--- src/rtl/reel_pkg.sv ---
// Shared definitions for the reel counter array: controller states and
// default parameter values.
package reel_pkg;

    localparam int DEF_N_CH    = 3;
    localparam int DEF_DIGIT_W = 4;
    localparam int DEF_MODULO  = 10;
    localparam int DEF_PRESC_W = 32;

    typedef enum logic [1:0] {
        IDLE   = 2'd0,
        SPIN   = 2'd1,
        RESULT = 2'd2
    } state_t;

endpackage

--- src/rtl/reel_channel.sv ---
// One reel: a prescale counter that advances a modulo digit once every
// `presc` enabled cycles.
module reel_channel
    import reel_pkg::*;
#(
    parameter int DIGIT_W = DEF_DIGIT_W,
    parameter int MODULO  = DEF_MODULO,
    parameter int PRESC_W = DEF_PRESC_W
) (
    input  logic               clk,
    input  logic               rst_n,
    input  logic               clear,
    input  logic               enable,
    input  logic [PRESC_W-1:0] presc,
    output logic [DIGIT_W-1:0] digit
);

    logic [PRESC_W-1:0] r_count;
    logic [DIGIT_W-1:0] r_digit;
    logic [PRESC_W-1:0] w_presc_eff;
    logic               w_step;

    // A zero prescale would never match count-1, so it behaves as one.
    assign w_presc_eff = (presc == '0) ? PRESC_W'(1) : presc;
    assign w_step      = (r_count == w_presc_eff - PRESC_W'(1));

    // NOTE: sequential state uses non-blocking assignments so every register
    // samples the pre-edge values of the others.
    always_ff @(posedge clk) begin
        if (!rst_n) begin
            r_count <= '0;
            r_digit <= '0;
        end else if (clear) begin
            r_count <= '0;
        end else if (enable) begin
            if (w_step) begin
                r_count <= '0;
                r_digit <= (r_digit == DIGIT_W'(MODULO - 1)) ? '0 : r_digit + DIGIT_W'(1);
            end else begin
                r_count <= r_count + PRESC_W'(1);
            end
        end
    end

    assign digit = r_digit;

endmodule

--- src/rtl/reel_counter_array.sv ---
// Array of independently prescaled digit reels with a start/stop/result
// controller and an all-digits-equal win flag.
module reel_counter_array
    import reel_pkg::*;
#(
    parameter int N_CH    = DEF_N_CH,
    parameter int DIGIT_W = DEF_DIGIT_W,
    parameter int MODULO  = DEF_MODULO,
    parameter int PRESC_W = DEF_PRESC_W
) (
    input  logic                    clk,
    input  logic                    rst_n,
    input  logic                    start,
    input  logic                    stop,
    input  logic [N_CH*PRESC_W-1:0] presc,
    output logic [N_CH*DIGIT_W-1:0] digits,
    output logic [N_CH-1:0]         running,
    output logic                    busy,
    output logic                    done,
    output logic                    win
);

    state_t                  r_state;
    state_t                  w_next_state;
    logic [N_CH*PRESC_W-1:0] r_presc;
    logic [N_CH-1:0]         r_running;
    logic                    r_win;

    logic                    w_accept;
    logic                    w_stop_hit;
    logic [N_CH-1:0]         w_stop_sel;
    logic [N_CH-1:0]         w_running_next;
    logic                    w_all_equal;

    assign w_accept   = (r_state == IDLE) && start;
    assign w_stop_hit = (r_state == SPIN) && stop;

    // Isolate the lowest set running bit: x & -x.
    assign w_stop_sel     = w_stop_hit ? (r_running & (~r_running + N_CH'(1))) : '0;
    assign w_running_next = r_running & ~w_stop_sel;

    // NOTE: every variable written in always_comb gets a default first so no
    // path leaves it unassigned and no latch is inferred.
    always_comb begin
        w_all_equal = 1'b1;
        for (int i = 1; i < N_CH; i++) begin
            if (digits[i*DIGIT_W +: DIGIT_W] != digits[DIGIT_W-1:0]) begin
                w_all_equal = 1'b0;
            end
        end
    end

    always_comb begin
        w_next_state = r_state;
        unique case (r_state)
            IDLE:    if (start) w_next_state = SPIN;
            SPIN:    if (stop && (w_running_next == '0)) w_next_state = RESULT;
            RESULT:  w_next_state = IDLE;
            default: w_next_state = IDLE;
        endcase
    end

    // NOTE: reset is synchronous; only control and latched-config registers
    // are cleared here, the channels clear their own state on the same rst_n.
    always_ff @(posedge clk) begin
        if (!rst_n) begin
            r_state   <= IDLE;
            r_presc   <= '0;
            r_running <= '0;
            r_win     <= 1'b0;
        end else begin
            r_state <= w_next_state;
            if (w_accept) begin
                r_presc   <= presc;
                r_running <= '1;
                r_win     <= 1'b0;
            end else begin
                r_running <= w_running_next;
                // Digits are already frozen here: the stopping channel's step is suppressed.
                if ((r_state == SPIN) && (w_next_state == RESULT)) begin
                    r_win <= w_all_equal;
                end
            end
        end
    end

    for (genvar g = 0; g < N_CH; g++) begin : g_ch
        reel_channel #(
            .DIGIT_W (DIGIT_W),
            .MODULO  (MODULO),
            .PRESC_W (PRESC_W)
        ) u_channel (
            .clk    (clk),
            .rst_n  (rst_n),
            .clear  (w_accept),
            .enable (r_running[g] & ~w_stop_sel[g]),
            .presc  (r_presc[g*PRESC_W +: PRESC_W]),
            .digit  (digits[g*DIGIT_W +: DIGIT_W])
        );
    end

    assign running = r_running;
    assign busy    = (r_state != IDLE);
    assign done    = (r_state == RESULT);
    assign win     = r_win;

endmodule

--- config.mk ---
export PLATFORM = sky130hd
export DESIGN_NAME = reel_counter_array
export DESIGN_NICKNAME = d
export VERILOG_FILES = /design/src/rtl/reel_pkg.sv /design/src/rtl/reel_channel.sv /design/src/rtl/reel_counter_array.sv
export SDC_FILE = /design/constraint.sdc
export NUM_CORES = 1
export LEC_CHECK = 0
export CORE_ASPECT_RATIO = 0.6
export CORE_UTILIZATION = 25
export DETAILED_ROUTE_END_ITERATION = 16
export DONT_BUFFER_PORTS = 1
export GPL_TIMING_DRIVEN = 0
export PLACE_DENSITY = 0.39
export SLEW_MARGIN = 20
export SYNTH_ARGS = -nofsm -noshare
export SYNTH_HDL_FRONTEND = slang
export SYNTH_SLANG_ARGS = --single-unit
--- constraint.sdc ---
create_clock -name clk -period 4.8 [get_ports clk]
set_clock_uncertainty 0.2 [all_clocks]
set_input_delay 0.48 -clock clk [delete_from_list [all_inputs] [get_ports clk]]
set_output_delay 0.48 -clock clk [all_outputs]
set_load 0.01 [all_outputs]
==> reports/metrics.yaml <==
grt:
  antenna_found_initial: 1
  grt_first_pass_wirelength_mm: 66.2
  grt_max_degree: 13
  grt_overflow: 0
  grt_pass1_vias: 10867
  grtUsageTotal_pct: 17.1
sta:
  setup_violations: 0
  period_minus_slack_ns: 4.58
  worstMarginPinSlew_ns: 1.09
  slew_headroom_pct: 27.4
  report.final.slew_viol_count: 0
  hold_viol: 0
  timing.fmax_ghz: 0.218
  hold_ws_ns: 0.148
  fin_crit_sh_pct: 95.4
layout:
  nets: 1810
  finalInstanceArea_um2: 15100
  num-fill-cells: 5106
  area_delta_synth_final_pct: 23.6
  drive_above_1_share_pct: 8.03
yosys:
  syn-num-nets: 1689
  async_flop_share_pct: 0
  synth_cells: 1583
  ys_types: 81
  avgSynthCellArea_um2: 7.71
  synthFlopType: "dfxtp_1"
  netlist_area_um2: 12200
  synth_edf_count: 0
  ys_seq_area_share_pct: 34.5
  synth_seq_cells: 210
  yosys_warnings: 0
detailed_routing:
  drtAntennaViolNets: 0
  drc_errors: 0
  vias_per_cell: 4.93
  wl_mm: 43.1
  first_pass_iters: 5
  drtIter0Drc: 848
  wire_per_inst_um: 18.3
  vias: 11620
run_status:
  outcome: "completed"
placement:
  io_buffers: 0
  post-dp-hpwl_mm: 32.6
  gp_congestion: 0.871
  place_area_um2: 13000
power_and_ir_drop:
  p_leak_nw: 5.31
  ir_drop_v: 0.000204
  powerDensity_nw_per_um2: 323
clock_network:
  clockRootBuffer: "clkbuf_16"
  htreeDepth: 1
  clockBufferDepth: 3
  cts_buffers: 25
  clkTransAtPathRegs_ns: 0.06
  cts.sinks: 210
  tritoncts: "done"
  clock_latency_ns: 0.55
setup_path:
  cp_max_fo: 6
  critical_path.endpoint_type: "flop"
  cp_slowest_cell: "or4b_2"
  crit_type: "flop to flop"
  crit_top_cell: "nand4_1"
  worstPathArrival_ns: 4.84
  worstPathCellList: "nor4_1, nand4_1, nor4_2, nor2_1, ha_2, nor4b_4, nand4_1, or4b_2, xnor2_1, nor4_2, and4_1, nand4_1, or4b_1, a31oi_1"
  start_kind: "flop"
  crit_path_max_incr_delay_ns: 0.71
  required_ns: 5.06
floorplanning:
  start_util_pct: 25.4
  core_area_um2: 48000
  die_w_um: 287
  num_io_pins: 118
  die_h_um: 173
  num_rows: 62
  die-area_um2: 49700
job:
  drv_cap: 0
worst_hold_path:
  hold_class: "primary input to flop"
layout make-up:
class                      instances  area, µm²  share of cell area (%)
sequential                       210       4220                    28.0
timing repair buffer             109       1060                    7.05
tap                              640        801                    5.31
buffer                            76        330                    2.19
antenna                            1       2.50                  0.0166
clock buffer                      31        698                    4.63
multi-input combinational       1263       7780                    51.6
clock inverter                    10        114                   0.755
inverter                          19       71.3                   0.473
worst paths after layout:
path	from	to	slack (ns)	depth (start not counted)
worst max-delay path	r_presc[72]$_SDFFE_PN0P_	g_ch[2].u_channel.digit[3]$_SDFFE_PN0P_	0.22	14
worst min register to register	r_state[1]$_SDFF_PN0_	r_state[0]$_SDFF_PN0_	0.27	1
worst max register to register	r_presc[72]$_SDFFE_PN0P_	g_ch[2].u_channel.digit[3]$_SDFFE_PN0P_	0.22	14
worst min-delay path	stop	r_state[1]$_SDFF_PN0_	0.15	2
stage by stage:
step / total power, mW / utilization (%) / setup TNS [ns] / setup WS (ns) / std cells
final: 4.87 / 31.4 / 0 / 0.223 / 2359
after detailed placement: 2.83 / 27.1 / -56.23 / -1.11 / 2223
after global routing: 5.12 / 31.4 / -0.910 / -0.0400 / 2359
after global placement: 2.83 / 27.1 / -53.57 / -1.06 / 2223
after floorplan: 2.56 / - / 0 / 0.643 / 1583
after CTS: 4.90 / 31.0 / 0 / 0.00382 / 2355
synthesized netlist by cell type, types with 5 or more instances:
cell        n  area [µm²]
or4_1      26         195
and4_1      9        78.8
and2_1      8        50.1
nand2_1   283        1060
nor4b_1     6        52.6
inv_1      19        71.3
a211oi_1    7        52.6
nor4_2      6        75.1
nand4_1    43         269
o31ai_1     8        60.1
dfxtp_1   210        4200
nor4_1     34         213
mux2i_1    13         130
o22ai_1     7        43.8
nor2b_1    13        81.3
nand3b_1    7        52.6
xnor2_1    94         823
ha_1        6        75.1
buf_2      12        60.1
and3_1     32         200
a21oi_1   125         626
or3_1      21         131
o211ai_1    8        60.1
xor2_1    112         981
nor3_1     54         270
nor2_1    161         604
nand4b_1    5        43.8
a31oi_1     9        56.3
nand2b_1    8        50.1
clkbuf_1   73         274
o21ai_0    25         125
o21a_1      5        37.5
nand3_1    47         235
registers in the layout, indices dropped and copies added (netlist names):
register and cells:
g_ch.u_channel.r_count 96, r_state 2, g_ch.u_channel.digit 12, running 3, win 1, r_presc 96
repair_timing:
| action | in CTS | in global routing |
|---|---|---|
| hold buffers | 98 | 0 |
| resized for setup | 23 | 31 |
| setup buffers | 2 | 9 |
| pin swaps | 3 | 8 |
| hold endpoints to repair | 97 | 0 |
| cloned | 0 | 0 |
| setup endpoints to repair | 102 | 102 |
kinds of logic (layout without fill, tap and decap cells):
logic type	after synthesis	in the layout	share of synthesized area [%]
AND/OR/NAND/NOR	792	792	32.9
AO/OA/AOI/OAI	242	242	12.2
flip-flops	210	210	34.5
XOR/XNOR	206	206	14.8
buffers and inverters	110	245	3.60
multiplexers	16	16	1.34
adder cells (fa/ha/maj)	7	7	0.697
other	0	1	0
report_power, final:
part	internal (mW)	total [mW]	switching, mW
Clock	1.13	1.93	0.799
Sequential	1.80	1.92	0.119
Combinational	0.420	1.01	0.594
worst max-delay path, delay by kind of cell, from the launching register on:
| family | cells | cell delay (ns) |
|---|---|---|
| XOR/XNOR | 1 | 0.24 |
| flip-flops | 1 | 0.51 |
| AND/OR/NAND/NOR | 11 | 3.11 |
| adder cells (fa/ha/maj) | 1 | 0.26 |
| AO/OA/AOI/OAI | 1 | 0.17 |
routing by layer:
layer	part of all wire, %	routed length [µm]	track usage, %
met3	4.4	1910	2.59
met2	39	16800	23.2
met1	54	23300	27.2
met5	0	0	0
met4	2.4	1040	4.26
cell usage in the layout (no fill, tap or decap), drive strengths merged, types with 49 or more instances in the layout:
master,count
nand2,283
dfxtp,210
nor2,161
a21oi,125
xor2,112
dlygate4sd3,98
xnor2,94
clkbuf,94
nor3,58
nand3,49
Power figures use the tool's default switching activity.
==> RTL change, RTL diff (config.mk and constraints unchanged) <==
Make the reset (`rst_n`) asynchronous in 2 clocked blocks.
--- a/src/rtl/reel_channel.sv
+++ b/src/rtl/reel_channel.sv
@@ -27,5 +27,5 @@
     // NOTE: sequential state uses non-blocking assignments so every register
     // samples the pre-edge values of the others.
-    always_ff @(posedge clk) begin
+    always_ff @(posedge clk or negedge rst_n) begin
         if (!rst_n) begin
             r_count <= '0;
--- a/src/rtl/reel_counter_array.sv
+++ b/src/rtl/reel_counter_array.sv
@@ -63,5 +63,5 @@
     // NOTE: reset is synchronous; only control and latched-config registers
     // are cleared here, the channels clear their own state on the same rst_n.
-    always_ff @(posedge clk) begin
+    always_ff @(posedge clk or negedge rst_n) begin
         if (!rst_n) begin
             r_state   <= IDLE;
Behaviour: differs if rst_n is asserted again (counterexample within 4 cycles, from zero or initial values and one cycle with rst_n low); with rst_n held inactive, the same outputs for 4 cycles.
==> RTL change against the original RTL <==
  * The run now ends with negative hold slack left
  * Synthesized cell count fell by 2.3%
  * Count of clock-buffer cells in the layout is the same
  * Sequential cell count is the same
  * Area after synthesis increased by 13%
  * First-iteration DRC count increased by 46%
  * Setup slack worse by 0.17 ns
  * Final area up 15%
  * Wire length increased by 17%
  * Core utilization rose by 0.56 points
  * Critical path type unchanged
  * Critical endpoint is now g_ch[1].u_channel.r_count[27]$_DFFE_PN0P_
Power is not compared: it rests on default switching activity, and its combinational part moved more than twofold at a synthesized area within 25%.
==> RTL change: results <==
[run_status]
status = complete, but fails checks
violations = negative hold slack

[place]
dp.cells = 2262
gp_congestion = 0.880
post-dp-hpwl_um = 37000

[global_route]
grt_max_degree = 211
grt_pass1_vias = 11700
track_usage = 0.176
grt_first_pass_wirelength_um = 75600

[clocking]
clkTransAtPathRegs_ns = 0.06
postCtsSetupBuffers = 16
cts_buffers = 27
cts_resized = 75

[cells_and_area]
final_core_util = 0.320
drive_above_1_share = 0.175
nNetsFinal = 1787
fill_cells = 5608
final_cells = 2416

[logic_synthesis]
synth_cell_types = 78
synthTopCellsByArea = dfrtp_1 38%, mux2_2 7.2%, nand2_1 4.0%
yosysSeqAreaShare = 0.382
ys.flop_type = dfrtp_1
synth.top_cells.by_count = 210 x dfrtp_1, 145 x nand2_1, 104 x nor2_1
postSynthNetCount = 1653
ys_async_sr_fraction = 1.00
synth.avg_cell_area_um2 = 8.90

[routing]
wl_per_cell_um = 20.9
wl_met1_um = 27100
drtIter0Drc = 1239
dr.pass1.iters = 6
wl_met3_um = 3920
dr_wl_met2_um = 18600

[setup_path]
path_max_fanout = 10
slowest_stage = or4_4
r2r_end = g_ch[1].u_channel.r_count[27]$_DFFE_PN0P_
regToRegStartpoint = r_presc[54]$_DFFE_PN0P_
arrival_ns = 4.98
reg2reg_depth = 15
cpPeakStageDelay_ns = 0.62

[timing]
whs_ns = -0.569
slew_headroom = 0.306
period_needed_ns = 4.74
final_hold_viol_count = 210

[min_path]
hp-class = in -> async

[floorplan]
die_w_um = 305
## RTL change: cell types whose count changed after synthesis, moves of 58 or more
| cell | unedited run | this run |
|---|---|---|
| dfxtp_1 | 210 | 0 |
| a21oi_1 | 125 | 36 |
| nand2_1 | 283 | 145 |
| dfrtp_1 | 0 | 210 |
| xor2_1 | 112 | 54 |
| mux2_2 | 3 | 88 |
## RTL change: stage by stage
stage / cell area (um2) / hold slack, ns / TNS [ns]
2_1_floorplan: 13800 / -0.0156 / 0
3_3_place_gp: 14700 / -0.00634 / -146.68
3_5_place_dp: 14700 / -0.00776 / -126.46
4_1_cts: 17100 / -0.618 / 0
5_1_grt: 17300 / -0.602 / -0.00845
6_report: 17300 / -0.569 / 0
## RTL change: routing by layer
metal  GRT usage  vias up
li1            -     6067
met1       0.286     6346
met2       0.221      393
met3      0.0437       52
met4      0.0376        0
met5           0        -
## RTL change: cell type report
type                    count  share of cell area
multi-input cells        1199               0.485
flip-flops and latches    210               0.305
repair buffers            128              0.0696
well taps                 714              0.0515
clock buffers              31              0.0410
plain buffers              68              0.0210
clock inverters            18              0.0168
inverters                  47              0.0102
diodes                      1            0.000144
## RTL change: cell families (layout without fill, tap and decap cells)
| group | after synthesis | after routing | synth area share |
|---|---|---|---|
| AO/OA/AOI/OAI | 299 | 299 | 0.154 |
| multiplexers | 105 | 105 | 0.0843 |
| other | 0 | 1 | 0 |
| buffers and inverters | 139 | 292 | 0.0408 |
| XOR/XNOR | 115 | 115 | 0.0731 |
| flip-flops | 210 | 210 | 0.382 |
| AND/OR/NAND/NOR | 672 | 673 | 0.260 |
| adder cells (fa/ha/maj) | 7 | 7 | 0.00618 |
